[src/rtl/inst_fetch.sv]
// Instruction fetch unit: drives a word-indexed PC into instruction memory and
// buffers returned words in a 2-entry queue feeding decode via valid/ready.
module inst_fetch #(
  parameter logic [31:0] RESET_PC  = 32'd0,
  parameter int          MEM_DEPTH = 100
) (
  input  logic        clk,
  input  logic        reset,
  output logic [31:0] PC,
  input  logic [31:0] Instruction_Code,
  input  logic        redirect,
  input  logic [31:0] redirect_pc,
  output logic        inst_valid,
  output logic [31:0] inst_out,
  output logic [31:0] inst_pc,
  input  logic        inst_ready,
  output logic        halted,
  output logic        fault
);

  logic [31:0] r_pc;
  logic [31:0] r_q_pc   [2];
  logic [31:0] r_q_word [2];
  logic        r_rd_ptr;
  logic        r_wr_ptr;
  logic [1:0]  r_count;
  logic        r_halted;
  logic        r_fault;

  logic w_pop;
  logic w_space;
  logic w_fetch_en;
  logic w_in_range;
  logic w_zero_word;
  logic w_push;

  assign w_pop       = inst_valid & inst_ready;
  assign w_space     = (r_count < 2'd2) | w_pop;
  assign w_fetch_en  = ~r_halted & ~r_fault & w_space & ~redirect;
  assign w_in_range  = r_pc < 32'(MEM_DEPTH);
  assign w_zero_word = (Instruction_Code == 32'h0);
  assign w_push      = w_fetch_en & w_in_range & ~w_zero_word;

  assign PC         = r_pc;
  assign inst_valid = (r_count != 2'd0);
  assign inst_out   = r_q_word[r_rd_ptr];
  assign inst_pc    = r_q_pc[r_rd_ptr];
  assign halted     = r_halted;
  assign fault      = r_fault;

  always_ff @(posedge clk) begin
    if (reset) begin
      r_pc        <= RESET_PC;
      r_q_pc[0]   <= 32'd0;
      r_q_pc[1]   <= 32'd0;
      r_q_word[0] <= 32'd0;
      r_q_word[1] <= 32'd0;
      r_rd_ptr    <= 1'b0;
      r_wr_ptr    <= 1'b0;
      r_count     <= 2'd0;
      r_halted    <= 1'b0;
      r_fault     <= 1'b0;
    end else if (redirect) begin
      // Flush: any pop this cycle is simply absorbed by the reset of the queue.
      r_pc     <= redirect_pc;
      r_rd_ptr <= 1'b0;
      r_wr_ptr <= 1'b0;
      r_count  <= 2'd0;
      r_halted <= 1'b0;
      r_fault  <= 1'b0;
    end else begin
      if (w_fetch_en) begin
        if (!w_in_range) begin
          r_fault <= 1'b1;
        end else if (w_zero_word) begin
          r_halted <= 1'b1;
        end else begin
          r_q_pc[r_wr_ptr]   <= r_pc;
          r_q_word[r_wr_ptr] <= Instruction_Code;
          r_wr_ptr           <= ~r_wr_ptr;
          r_pc               <= r_pc + 32'd1;
        end
      end
      if (w_pop) begin
        r_rd_ptr <= ~r_rd_ptr;
      end
      r_count <= r_count + {1'b0, w_push} - {1'b0, w_pop};
    end
  end

endmodule

[config.mk]
export PLATFORM = sky130hd
export DESIGN_NAME = inst_fetch
export DESIGN_NICKNAME = d
export VERILOG_FILES = /design/src/rtl/inst_fetch.sv
export SDC_FILE = /design/constraint.sdc
export NUM_CORES = 1
export LEC_CHECK = 0
export BUFFER_PORTS_ARGS = -buffer_cell sky130_fd_sc_hd__buf_4
export CORE_ASPECT_RATIO = 1.25
export CORE_MARGIN = 4
export CORE_UTILIZATION = 54
export DETAILED_ROUTE_END_ITERATION = 7
export PLACE_DENSITY = 0.81
export SLEW_MARGIN = 20
export SYNTH_ARGS = -nofsm -noshare
export SYNTH_HDL_FRONTEND = slang
export SYNTH_SLANG_ARGS = --single-unit
[constraint.sdc]
create_clock -name clk -period 6.8 [get_ports clk]
set_clock_uncertainty 0.05 [all_clocks]
set_input_delay 0 -clock clk [delete_from_list [all_inputs] [get_ports clk]]
set_output_delay 0 -clock clk [all_outputs]
set_load 0.1 [all_outputs]
-- After elaboration in Yosys (flattened, before gate mapping)
Memories as Yosys holds them, arrays and structs flattened. A register that Yosys moved wholly into a read port is not among the register bits.
Cells that the tools add are included.
- bitwise logic cells: 14
- equal/unequal tests: 1
- $mul: 0
- reduce and logical (&&, ||, !) cells: 11
- mux-type cells: 22
- divide/modulo/power cells: 0
- $add $sub $neg: 3
- order comparisons: 2
- shift-type cells: 0
- operators with widths (cell ; count):
    $mux 32 ; 6
    $reduce_or 32->1 ; 2
    $add 32x1->32 const B ; 1
    $logic_not 32->1 ; 1
    $lt 32x7->1 const B ; 1
    $mux 1 ; 16
    $reduce_and 3->1 ; 3
    $not 1->1 ; 7
    $and 1x1->1 ; 6
    $reduce_bool 2->1 ; 3
    $add 2x1->2 ; 1
    $lt 2x2->1 const B ; 1
    $ne 2x2->1 const B ; 1
    $reduce_and 2->1 ; 1
    $reduce_or 2->1 ; 1
    $sub 2x1->2 ; 1
    $or 1x1->1 ; 1
- word-level logic and storage cells: 61
- RAM bits: 128
- bits of input ports: 68
- register bits: 38
- memory bits (read-only): 0
- latch bits: 0
- output and inout port bits: 99
- memories kept: 2
- memory list (name ; depth ; width ; read ports ; clocked after memory_dff ; write ports ; RTL line ; RTL):
    r_q_pc ; 2 ; 32 ; 1 ; 1 ; 2 ; 22 ; logic [31:0] r_q_pc [2];
    r_q_word ; 2 ; 32 ; 1 ; 1 ; 2 ; 23 ; logic [31:0] r_q_word [2];

-- Depth between registers and ports, before layout
- word-level depth: 11
- gate-level depth with buffers: 12
- mapped depth without buffers: 10

-- Least setup slack after synthesis
No wires, ideal clock.
- kind: register to register
- start: reg r_pc[3] (netlist: PC[3])
- end: mem r_q_pc[0][0] (enable)
- setup time: 0.499 ns
- buffers on the path: 2
- cell stages (with the launch flop): 8
- path slack: 1.090 ns
- arrival: 5.161 ns
- data required time: 6.251 ns
- path through: dfxtp_1 o311a_1 a2111oi_4 and3_1 buf_4 nand3_4 buf_6 o21bai_1
- RTL lines (element ; RTL line ; RTL):
    start: declaration ; 21 ; logic [31:0] r_pc;
    start signal: assignment ; 65 ; r_pc <= redirect_pc;
    start signal: assignment ; 81 ; r_pc <= r_pc + 32'd1;
    end: declaration ; 22 ;

==> reports/qor.yml <==
run_status:
  outcome: "finished clean"
drt:
  first_iter_violations: 207
  ant_nets: 0
  wl_per_cell_microns: 18.5
  vias_per_cell: 5.27
  via_count: 4998
  drtPass1Iterations: 5
  wl_microns: 17500
  drc: 0
sta:
  relSlewSlack_pct: 34.4
  post-route-period-util_pct: 62.3
  rsz0062_at_grt: "no"
  fin_crit_ps: 4240
  holdWs_ps: 105
  worstMarginPinSlew_ps: 983
  fmax_mhz: 236
  setup_viol: 0
  setup_ws_ps: 2560
  finalHoldViolCount: 0
  slew_violations: 0
  tns_ps: 0
power:
  power.internal_uw: 1820
  leakage_uw: 0.00405
  vdd_ir_drop_max_mv: 0.195
  power.switching_uw: 737
  finalPower_uw: 2560
  p_clk_share_pct: 37.6
  pwr-share-comb_pct: 16.6
  p_per_area_nw_per_um2: 253
  switching_share_pct: 28.8
  seqPwrFrac_pct: 45.8
global_route:
  grtUsageTotal_pct: 23.1
  grt_pass1_vias: 5456
  grt.overflow.total: 0
  grt_pass1_wl_microns: 28400
  grt_max_degree: 75
  antenna_found_initial: 0
logic_synthesis:
  ys_ff_latch: 167
  synthArstFlopShare_pct: 0
  yosys_warnings: 0
  synthTopCellsByArea: "edfxtp_1 52%, dfxtp_1 11%, mux2_2 9.8%"
  synth.avg_cell_area_sq_um: 14.8
  synth_edf_count: 128
  synth_cell_types: 46
  synthCells: 495
  yosysSeqAreaShare_pct: 63.0
  syn_area_sq_um: 7340
  synth_top_flop_cell: "edfxtp_1"
  yosys.area.top_type: "edfxtp_1"
  synth.top_cell.area_share_pct: 52.3
clocking:
  clk_pin_slew_ps: 70
  cts_root_buf: "clkbuf_16"
  cts_tree: "done"
  cts_made_buffers: 17
  h-tree-depth: 4
  clk_latency_ps: 420
  clkSinkCount: 167
  clockBufferDepth: 2
job:
  cap_violations: 0
placed_design:
  gp_congestion: 0.824
  pre_cts_ws_ps: 2530
  dpl.cell_count: 851
  portBuffers: 166
  hpwl_microns: 11000
die:
  core.rowCount: 47
  die_w_microns: 112
  initial_core_util_pct: 55.3
  core_area_sq_um: 13300
  die_h_microns: 138
  pin_count: 167
  design.die.area_sq_um: 15500
finish:
  antenna_cells: 0
  drive_gt1_share_pct: 40.4
  layout.cells.non_filler: 948
  syn_to_final_growth_pct: 37.8
  nets: 835
setup_path:
  cp.arrival_ps: 4260
  ff2ff_path_depth: 6
  required_ps: 6820
  critical_path_class: "flip-flop to flip-flop"
  worstSetupEndpointType: "flip-flop"
  crit_path_start_kind: "flip-flop"
  crit_fanout: 42
hold_path:
  holdCritPathClass: "input pin to flip-flop"
  holdPathStages: 2
==> worst max-delay path: stages (launching register included) <==
cell and delay, ps:
dfxtp_1 390, o311a_1 420, a2111oi_4 370, and3_1 470, nand3_4 620, o21bai_4 1020, buf_4 520
==> layout make-up <==
type	count	area [sq um]
repair buffers	236	1930
well taps	171	214
flip-flops and latches	167	4630
clock buffers	17	425
inverters	9	33.8
multi-input cells	333	2710
clock inverters	15	168
fillers	777	3170
==> what timing repair did <==
| action | CTS | global route |
|---|---|---|
| resized for setup | 0 | 0 |
| setup buffers | 0 | 0 |
| hold buffers | 65 | 0 |
| endpoints found under the hold margin | 98 | 0 |
| endpoints found under the setup margin | 0 | 0 |
==> path summary, 6_finish.rpt <==
kind | startpoint | endpoint | slack [ps]
hold / removal | reset | PC[19] | 110
hold reg to reg | PC[13] | PC[13] | 480
setup / recovery | PC[3] | r_q_word[1][2] | 2560
setup reg to reg | PC[3] | r_q_word[1][2] | 2560
==> cell families after synthesis <==
family | synth area share (%)
compound gates | 2.57
xor+xnor | 0.358
fa+ha+maj | 0.511
buf+inv | 2.88
flops | 63.0
mux | 13.2
other cells | 0.0511
simple gates | 17.4
==> registers in the layout, summed over array words and instances, names as in the netlist, named ones only <==
name,count
halted,1
PC,32
r_q_pc,64
r_rd_ptr,1
fault,1
r_wr_ptr,1
r_count,2
r_q_word,64
==> Yosys cell counts (all sizes together), types with 3 or more instances <==
| cell type | instances |
|---|---|
| mux2 | 64 |
| dfxtp | 39 |
| ha | 3 |
| edfxtp | 128 |
| buf | 9 |
| and2 | 40 |
| o21ai | 3 |
| a311oi | 3 |
| nor4 | 16 |
| and3 | 3 |
| mux2i | 25 |
| clkbuf | 26 |
| nor3 | 5 |
| nor4b | 38 |
| nor2 | 40 |
| nand3 | 8 |
| a21oi | 5 |
| o311a | 3 |
| nand2 | 5 |
| inv | 8 |
==> layer usage <==
layer | up-vias | global-route usage [%] | routed length (microns)
met5 | - | 0 | 0
met4 | 0 | 8.92 | 481
met3 | 34 | 6.56 | 1250
met2 | 193 | 40.4 | 9270
met1 | 2404 | 26.6 | 6530
li1 | 2367 | - | -
==> stage by stage <==
| stage | utilization [%] | cell area (sq um) |
|---|---|---|
| after floorplan | - | 7530 |
| after global placement | 66.8 | 8870 |
| after detailed placement | 66.8 | 8870 |
| after CTS | 76.1 | 10100 |
| after global routing | 76.1 | 10100 |
| final | 76.1 | 10100 |
==> power by group through the flow <==
stage	registers (uW)	clock network [uW]	logic (uW)
6_report	1170	960	424
5_1_grt	1180	1030	442
4_1_cts	1170	969	423
3_3_place_gp	1190	0	388
2_1_floorplan	1270	0	207
3_5_place_dp	1190	0	392
==> placed cells by master, fill, tap and decap left out, types with 4 or more instances in the layout <==
cell and instances:
and2_1 40, nand3_1 6, mux2i_1 25, dlygate4sd3_1 65
nor4b_2 36, nor4_1 14, a21oi_1 5, buf_4 171
nor3_1 5, conb_1 50, inv_6 7, mux2_2 64
nor2_1 40, clkbuf_16 17, inv_1 8, nand2_1 5
dfxtp_1 37, edfxtp_1 128, clkinv_4 4
(Power assumes the default switching activity.)
